<file path="config.mk">
export PLATFORM = sky130hd
export DESIGN_NAME = dmem_access_unit
export DESIGN_NICKNAME = d
export VERILOG_FILES = /design/src/rtl/dmem_pkg.sv /design/src/rtl/dmem_lane_align.sv /design/src/rtl/dmem_access_unit.sv
export SDC_FILE = /design/constraint.sdc
export NUM_CORES = 1
export LEC_CHECK = 0
export ABC_AREA = 1
export BUFFER_PORTS_ARGS = -buffer_cell sky130_fd_sc_hd__buf_2
export CORE_ASPECT_RATIO = 1.2
export CORE_UTILIZATION = 31
export DETAILED_ROUTE_END_ITERATION = 8
export GPL_TIMING_DRIVEN = 0
export PLACE_DENSITY = 0.57
export SLEW_MARGIN = 20
export SYNTH_ARGS = -nofsm -noshare
export SYNTH_HDL_FRONTEND = slang
export SYNTH_SLANG_ARGS = --single-unit
</file>
<file path="constraint.sdc">
create_clock -name CLK -period 8.45 [get_ports CLK]
set_input_delay 0.845 -clock CLK [delete_from_list [all_inputs] [get_ports CLK]]
set_output_delay 0.845 -clock CLK [all_outputs]
set_load 0.01 [all_outputs]
</file>
<file path="src/rtl/dmem_pkg.sv">
// Shared encodings for the data-memory access unit: size codes, fault codes
// and FSM states, plus the alignment rule used when a request is accepted.
package dmem_pkg;

  localparam logic [1:0] SZ_BYTE    = 2'd0;
  localparam logic [1:0] SZ_HALF    = 2'd1;
  localparam logic [1:0] SZ_WORD    = 2'd2;
  localparam logic [1:0] SZ_ILLEGAL = 2'd3;

  localparam logic [1:0] FLT_NONE     = 2'd0;
  localparam logic [1:0] FLT_MISALIGN = 2'd1;
  localparam logic [1:0] FLT_TIMEOUT  = 2'd2;
  localparam logic [1:0] FLT_ILLEGAL  = 2'd3;

  typedef enum logic [1:0] {
    IDLE   = 2'd0,
    ACCESS = 2'd1,
    DONE   = 2'd2
  } state_t;

  function automatic logic is_misaligned(input logic [1:0] size, input logic [1:0] off);
    return ((size == SZ_HALF) && off[0]) || ((size == SZ_WORD) && (off != 2'b00));
  endfunction

endpackage

</file>
<file path="src/rtl/dmem_lane_align.sv">
// Combinational byte-lane logic: byte enables, store replication and load
// extract/extend for a little-endian 32-bit data bus.
module dmem_lane_align
  import dmem_pkg::*;
(
  input  logic [1:0]  size,
  input  logic [1:0]  offset,
  input  logic        sign_ext,
  input  logic [31:0] wdata,
  input  logic [31:0] rdata,
  output logic [3:0]  be,
  output logic [31:0] wdata_rep,
  output logic [31:0] rdata_ext
);

  logic [7:0]  lane_b;
  logic [15:0] lane_h;

  always_comb begin
    lane_b    = rdata[{offset, 3'b000} +: 8];
    lane_h    = offset[1] ? rdata[31:16] : rdata[15:0];
    be        = '0;
    wdata_rep = wdata;
    rdata_ext = rdata;
    case (size)
      SZ_BYTE: begin
        be        = 4'b0001 << offset;
        wdata_rep = {4{wdata[7:0]}};
        rdata_ext = {{24{sign_ext & lane_b[7]}}, lane_b};
      end
      SZ_HALF: begin
        be        = offset[1] ? 4'b1100 : 4'b0011;
        wdata_rep = {2{wdata[15:0]}};
        rdata_ext = {{16{sign_ext & lane_h[15]}}, lane_h};
      end
      SZ_WORD: begin
        be        = 4'b1111;
        wdata_rep = wdata;
        rdata_ext = rdata;
      end
      default: begin
        be        = '0;
        wdata_rep = wdata;
        rdata_ext = rdata;
      end
    endcase
  end

endmodule

</file>
<file path="src/rtl/dmem_access_unit.sv">
// Load/store stage: latches a request, runs a handshaked memory access with
// a wait-state timeout, and returns aligned/extended load data on DY.
module dmem_access_unit
  import dmem_pkg::*;
#(
  parameter int unsigned TIMEOUT = 16
) (
  input  logic        CLK,
  input  logic        RESET,
  input  logic        start,
  input  logic        rd,
  input  logic        wr,
  input  logic [1:0]  size,
  input  logic        sign_ext,
  input  logic [31:0] ADDR,
  input  logic [31:0] WDATA,
  output logic [31:0] DY,
  output logic        busy,
  output logic        done,
  output logic [1:0]  fault,
  output logic        mem_cs,
  output logic        mem_rd,
  output logic        mem_wr,
  output logic [31:0] mem_addr,
  output logic [3:0]  mem_be,
  output logic [31:0] mem_wdata,
  input  logic [31:0] mem_rdata,
  input  logic        mem_ack
);

  state_t      state_q, state_d;
  logic [7:0]  cnt_q, cnt_d;
  logic [1:0]  fault_q, fault_d;
  logic [31:0] addr_q, wdata_q, dy_q;
  logic [1:0]  size_q;
  logic        sext_q, rd_q, wr_q;
  logic        accept, dy_load;
  logic [3:0]  be_w;
  logic [31:0] wrep_w, rext_w;

  dmem_lane_align u_lane (
    .size      (size_q),
    .offset    (addr_q[1:0]),
    .sign_ext  (sext_q),
    .wdata     (wdata_q),
    .rdata     (mem_rdata),
    .be        (be_w),
    .wdata_rep (wrep_w),
    .rdata_ext (rext_w)
  );

  always_ff @(posedge CLK or posedge RESET) begin
    if (RESET) begin
      state_q <= IDLE;
      cnt_q   <= '0;
      fault_q <= FLT_NONE;
    end else begin
      state_q <= state_d;
      cnt_q   <= cnt_d;
      fault_q <= fault_d;
    end
  end

  // Fault classification happens on the live inputs so a bad request goes
  // straight to DONE without ever strobing memory.
  always_comb begin
    state_d = state_q;
    cnt_d   = cnt_q;
    fault_d = fault_q;
    accept  = 1'b0;
    dy_load = 1'b0;
    case (state_q)
      IDLE: begin
        if (start) begin
          accept = 1'b1;
          cnt_d  = '0;
          if ((rd == wr) || (size == SZ_ILLEGAL)) begin
            state_d = DONE;
            fault_d = FLT_ILLEGAL;
          end else if (is_misaligned(size, ADDR[1:0])) begin
            state_d = DONE;
            fault_d = FLT_MISALIGN;
          end else begin
            state_d = ACCESS;
            fault_d = FLT_NONE;
          end
        end
      end
      ACCESS: begin
        if (mem_ack) begin
          state_d = DONE;
          fault_d = FLT_NONE;
          dy_load = rd_q;
        end else begin
          cnt_d = cnt_q + 8'd1;
          if ((cnt_q + 8'd1) == 8'(TIMEOUT)) begin
            state_d = DONE;
            fault_d = FLT_TIMEOUT;
          end
        end
      end
      DONE: begin
        state_d = IDLE;
      end
      default: begin
        state_d = IDLE;
      end
    endcase
  end

  always_ff @(posedge CLK or posedge RESET) begin
    if (RESET) begin
      addr_q  <= '0;
      wdata_q <= '0;
      size_q  <= SZ_BYTE;
      sext_q  <= 1'b0;
      rd_q    <= 1'b0;
      wr_q    <= 1'b0;
      dy_q    <= '0;
    end else begin
      if (accept) begin
        addr_q  <= ADDR;
        wdata_q <= WDATA;
        size_q  <= size;
        sext_q  <= sign_ext;
        rd_q    <= rd;
        wr_q    <= wr;
      end
      if (dy_load) begin
        dy_q <= rext_w;
      end
    end
  end

  always_comb begin
    DY        = dy_q;
    busy      = (state_q != IDLE);
    done      = (state_q == DONE);
    fault     = fault_q;
    mem_cs    = 1'b0;
    mem_rd    = 1'b0;
    mem_wr    = 1'b0;
    mem_addr  = '0;
    mem_be    = '0;
    mem_wdata = '0;
    if (state_q == ACCESS) begin
      mem_cs    = 1'b1;
      mem_rd    = rd_q;
      mem_wr    = wr_q;
      mem_addr  = {addr_q[31:2], 2'b00};
      mem_be    = be_w;
      mem_wdata = wrep_w;
    end
  end

endmodule

</file>
# Word-level counts from Yosys, hierarchy flattened
# Index checks and enable logic that the tools add are counted.
dict set report totals {
  regBits 113
  latch_bits 0
  mem_bits_rw 0
  mem_bits_ro 0
  out_inout_bits 107
  word_cells 68
  n_memories 0
}
dict set report op_classes {
  add_sub_neg 1
  multipliers 0
  n_div 0
  magnitude_cmp 0
  eq_ne 12
  n_shift 2
  mux 29
  n_bitwise 2
  reduce_logical 12
}
# cell n
set ops {}
lappend ops {{$pmux W32 S2} 2}
lappend ops {{$mux W32} 2}
lappend ops {{$shiftx A32 B6 Y8} 1}
lappend ops {{$mux W16} 1}
lappend ops {{$mux W2} 8}
lappend ops {{$mux W8} 2}
lappend ops {{$pmux W8 S2} 1}
lappend ops {{$pmux W4 S3} 1}
lappend ops {{$add A8 B1 Y8 const B} 1}
lappend ops {{$eq A2 B2 Y1 const B} 4}
lappend ops {{$eq A8 B5 Y1 const B} 1}
lappend ops {{$mux W1} 8}
lappend ops {{$mux W4} 2}
lappend ops {{$pmux W2 S2} 2}
lappend ops {{$eq A2 B1 Y1 const B} 3}
lappend ops {{$reduce_and A3 Y1} 2}
lappend ops {{$reduce_bool A2 Y1} 3}
lappend ops {{$logic_not A2 Y1} 2}
lappend ops {{$ne A2 B2 Y1 const B} 2}
lappend ops {{$shl A1 B2 Y4 const A} 1}
lappend ops {{$ne A3 B3 Y1 const B} 1}
lappend ops {{$and A1 B1 Y1} 2}
lappend ops {{$logic_and A1 B1 Y1} 2}
lappend ops {{$logic_or A1 B1 Y1} 2}
lappend ops {{other kinds (2)} 2}

# Logic depth before layout (Yosys ltp)
dict set report depth {
  ltp_word 7
  ltp_mapped 11
  mapped_depth_nobuf 10
}

# By module
# Synthesis repeated with hierarchy kept, for this count alone.
dict set report hier_totals {
  hier_cells 858
  hier_area_um2 6387.4
}
# module instances cells_per_inst area_per_inst_um2 seq_area_each_um2
set modules_own_cells {}
lappend modules_own_cells {dmem_access_unit 1 570 5077.4 2827.7}
lappend modules_own_cells {dmem_lane_align 1 288 1310.0 0.0}

# Worst setup path after synthesis
# No wires, ideal clock.
dict set report synth_timing {
  path_type {flip-flop to output port}
  startpoint {register size_q[1]}
  endpoint {output port mem_wdata[28]}
  t_arrival_ns 1.214
  path_slack_ns 6.391
  path_stages_with_launch 7
  n_path_buf 2
  path_cell_list {dfrtp_1 > buf_6 > nor2_4 > inv_2 > buf_2 > o21ai_0 > nor2_1}
}
dict set report synth_between {
  elab_chain_len 3
  word_cells_on_any_way 4
  cone_classes {eq/ne (1); mux (2); reduce/logical (1)}
}
# element line_no
set synth_lines {}
lappend synth_lines {{from (decl)} dmem_access_unit.sv:35} ;# logic [1:0] size_q;
lappend synth_lines {{from (signal assigned)} dmem_access_unit.sv:124} ;# size_q <= size;
lappend synth_lines {{$eq A2 B1 Y1 or $logic_not A2 Y1 (tied branches)} dmem_lane_align.sv:25} ;# case (size)
lappend synth_lines {{$pmux W32 S2 *} dmem_lane_align.sv:25}
lappend synth_lines {{$mux W32 *} dmem_access_unit.sv:146} ;# if (state_q == ACCESS) begin
lappend synth_lines {{to (decl)} dmem_access_unit.sv:26} ;# output logic [31:0] mem_wdata,
# Every way passes the cells marked *; elsewhere a longest branch is shown, timed or not.

# Worst setup path in the final report
# Same ends and word-level chain as after synthesis.

==> results summary <==
The run finished with clean final reports. For this block, the routed nets add up to 18500 um of wire. The count of flip-flops with a built-in enable after synthesis came out at 0.

The maximum root-to-sink buffer count is 2. The worst min-delay path class is reg2reg. The area taken by multi-input logic gates came out at ~2300 um2. The number of max-cap violations is 0. The number of antenna-violating nets in the routed design came out at 0. Detailed placement finished with a half-perimeter wire length of about 14000 um. The worst voltage drop across the vdd grid is about 0.00015 V.

The area share of the leading cell type in the synthesized netlist came out at 49.1%. The hold violation total from the final report came out at 0. The max-slew violation count came to 0. The share of final-layout standard cells stronger than drive strength 1 came out at around 31%. The worst slew margin relative to its limit came out at 62.8%. STA classifies the critical path endpoint as an output pin. The detailed-route via count is roughly 5700.

After detailed routing, the number of vias per cell comes to approximately 4.7. The top achievable clock speed came out at 0.344 GHz. In the global route stage, met1 resource usage came out at between 20% and 30%. met2 is the most crowded layer. The largest total area in the synthesized netlist belongs to sky130_fd_sc_hd__dfrtp_1. The worst setup path is launched from a flip-flop.

Synthesis instantiated 37 different standard cells from the library. For met2 alone, demand over resource in global routing was about 34%. The insertion delay of the later-clocked pin in the worst-skew pair is about 0.42 ns. The last weighted congestion value of the routability-driven placer came out at slightly below 0.9. The post-CTS setup buffer count is 0. The die width came out at roughly 130 um. The number of placed I/O pins came out at 212. The sequential cell area is ~2800 um2.

The met3 global-route usage came out at a little over 5%. The leakage power of the design is 0.00413 uW. Global routing used 20.0% of the available tracks. The initial antenna violation count is 1. For this design the ratio of total power to cell area is ~310 nW/um2.

The count of synthesis-stage warnings from yosys came out at 0. During placement, the flow inserted port buffers numbering 209. The die span in y is around 150 um. The number of sinks driven by the clock tree came out at around 110. The first detailed-routing pass took 5 iterations. The share of the Yosys chip area taken by registers is approximately half. The final standard cell area without fillers is 7720 um2.

The H-tree depth came out at 4. The commonest cells after synthesis are sky130_fd_sc_hd__nand2_1 (167), sky130_fd_sc_hd__dfrtp_1 (113), sky130_fd_sc_hd__inv_1 (90). sky130_fd_sc_hd__nand2_1 is the most common cell in the netlist. The iteration-0 DRC count of the detailed router is between 200 and 300. The most used flip-flop cell after synthesis is sky130_fd_sc_hd__dfrtp_1. The proportion of register bits with asynchronous set or reset after synthesis is 100%. Setup repair after global routing left no endpoint under its margin.

The count of mapped cells out of synthesis is between 700 and 800. Summed over all layers, the global routing overflow is 0. The time the worst path needs with I/O delays and setup came out at between 2 and 3 ns.

The count of filler cells inserted in the layout is about 1900. The tree is rooted in a sky130_fd_sc_hd__clkbuf_16. The actual slew at the worst max-slew pin is ~0.56 ns. Buffers inserted during clock tree synthesis total 17.

The count of instances resized after the clock tree is built came out at 0. The total area inside the core boundary comes to roughly 18000 um2. Dividing the final minimum period by the clock period gives 34.4%. The DRC violation count after routing came out at 0.

The via count of the first global-routing pass came out at around 5600. Yosys attributes the largest share of cell area to sky130_fd_sc_hd__dfrtp_1 (49%), sky130_fd_sc_hd__nand2_1 (11%), sky130_fd_sc_hd__o21ai_0 (6.4%). From synthesis to final layout, the design area changed by 34.1%. The clock-pin slew of the registers on the worst-case setup and hold paths is 0.06 ns.

The synthesized cell area is around 5800 um2. The worst setup path is of the reg2out kind. The pin count of the biggest net entering global routing is 58. Setup total negative slack on the finished layout was measured at 0 ns. Once the floorplan was initialized, standard cells occupied between 30% and 40% of the core. Data on the critical path arrives at its endpoint at 2.06 ns. The maximum fanout along the worst path came out at 10. TritonCTS built the clock tree.

The setup violation total in the final timing report is 0. The per-cell routed wire length came out at 15.4 um. The number of standard-cell rows in the floorplan is between 50 and 60. The largest clock skew in the final design came out at 0.00659 ns. The total of flip-flops plus latches after synthesis came out at 113. The count of hold-fix buffers inserted at cts is 0. The number of nets at the end of the flow came out at between 1000 and 1500. The first global-routing pass estimated between 20000 and 30000 um of wire. The area of placed instances is 7120 um2. The required time reported for the critical path endpoint came out at 7.61 ns. The synthesized area per cell came out at between 7 and 8 um2. The total die area is about 19000 um2.
## worst paths after layout
path                                              start                 endpoint  slack [ns]  depth (start not counted)
worst max-delay path              size_q[1]$_DFFE_PP0P_            mem_wdata[28]        5.54                          7
worst min-delay path            wdata_q[19]$_DFFE_PP0P_  wdata_q[19]$_DFFE_PP0P_        0.47                          2
worst max register to register   state_q[1]$_DFFE_PP0P_       DY[14]$_DFFE_PP0P_        6.88                          9
worst min register to register  wdata_q[19]$_DFFE_PP0P_  wdata_q[19]$_DFFE_PP0P_        0.47                          2
max in group asynchronous                         RESET       DY[20]$_DFFE_PP0P_        7.29                          3
min in group asynchronous                         RESET   addr_q[10]$_DFFE_PP0P_        0.48                          2
## report_power, final
group	switching, uW	total, uW	internal (uW)
clock network	289	732	443
registers	106	855	749
logic	544	839	296
total	938	2430	1490
## layout by cell type (no fill, tap or decap), types with 2 or more instances in the layout
cell type                      n
sky130_fd_sc_hd__dfrtp_1     113
sky130_fd_sc_hd__buf_2       220
sky130_fd_sc_hd__nor2_2        3
sky130_fd_sc_hd__o21ai_1      24
sky130_fd_sc_hd__nand2_4       2
sky130_fd_sc_hd__nand2_2       3
sky130_fd_sc_hd__o22ai_1      10
sky130_fd_sc_hd__a21oi_1      58
sky130_fd_sc_hd__nor3_1        2
sky130_fd_sc_hd__nor2_1       66
sky130_fd_sc_hd__buf_1         4
sky130_fd_sc_hd__nor2_8        3
sky130_fd_sc_hd__nand3_4       2
sky130_fd_sc_hd__nand2_1     167
sky130_fd_sc_hd__inv_6         7
sky130_fd_sc_hd__buf_6         4
sky130_fd_sc_hd__inv_2         8
sky130_fd_sc_hd__clkinv_4      4
sky130_fd_sc_hd__a22oi_1       2
sky130_fd_sc_hd__clkbuf_16    17
sky130_fd_sc_hd__clkinvlp_4    2
sky130_fd_sc_hd__nand4_1       5
sky130_fd_sc_hd__a31oi_1       2
sky130_fd_sc_hd__buf_4        11
sky130_fd_sc_hd__clkbuf_1     10
sky130_fd_sc_hd__o21ai_0      74
sky130_fd_sc_hd__conb_1        2
sky130_fd_sc_hd__bufinv_16     2
sky130_fd_sc_hd__nand3_1      38
sky130_fd_sc_hd__inv_1        89
sky130_fd_sc_hd__a22oi_2       5
sky130_fd_sc_hd__nor2_4        3
## metal layers
metal / part of all wire [%] / vias up
met4: 2.0 / 0
met1: 44 / 2633
met5: 0 / -
met3: 6.0 / 22
met2: 48 / 211
li1: - / 2808
## state kept, by name, indices dropped and copies added (netlist names)
register	count
wr_q	1
rd_q	1
wdata_q	32
state_q	2
size_q	2
DY	32
addr_q	32
cnt_q	8
fault	2
sext_q	1
## worst max-delay path: stages (launching register included)
cell	delay (ns)
sky130_fd_sc_hd__dfrtp_1	0.37
sky130_fd_sc_hd__buf_6	0.15
sky130_fd_sc_hd__nor2_4	0.19
sky130_fd_sc_hd__inv_2	0.15
sky130_fd_sc_hd__buf_2	0.21
sky130_fd_sc_hd__o21ai_0	0.34
sky130_fd_sc_hd__nor2_1	0.09
sky130_fd_sc_hd__buf_2	0.15
## cells by family after synthesis
| logic type | after synthesis | share of synthesized area [%] |
|---|---|---|
| xor gates and xnor gates | 1 | 0.152 |
| and+or+nand+nor | 296 | 23.0 |
| adders and majority gates | 1 | 0.217 |
| other | 1 | 0.0651 |
| DFF | 113 | 49.1 |
| AOI/OAI and AO/OA | 179 | 16.8 |
| muxes | 1 | 0.174 |
| buffers and inverters | 139 | 10.6 |
## stage by stage
stage | hold WS (ns) | power [uW] | cells | util, % | setup slack (ns)
detailed placement | 0.454 | 1710 | 1166 | 39.2 | 5.97
floorplan | 0.437 | 1390 | 732 | - | 4.62
global route | 0.488 | 2600 | 1198 | 42.5 | 5.37
global placement | 0.448 | 1700 | 1165 | 39.0 | 3.06
finish | 0.465 | 2430 | 1199 | 42.5 | 5.54
CTS | 0.468 | 2450 | 1198 | 42.5 | 5.51
## layout make-up
type                    count  area share [%]
diodes                      1          0.0324
plain buffers              40            3.05
clock buffers              17            5.51
clock inverters            15            2.25
inverters                  99            4.91
multi-input cells         480            30.1
flip-flops and latches    113            36.6
well taps                 224            3.63
repair buffers            210            13.9
Power figures use the tool's default switching activity.
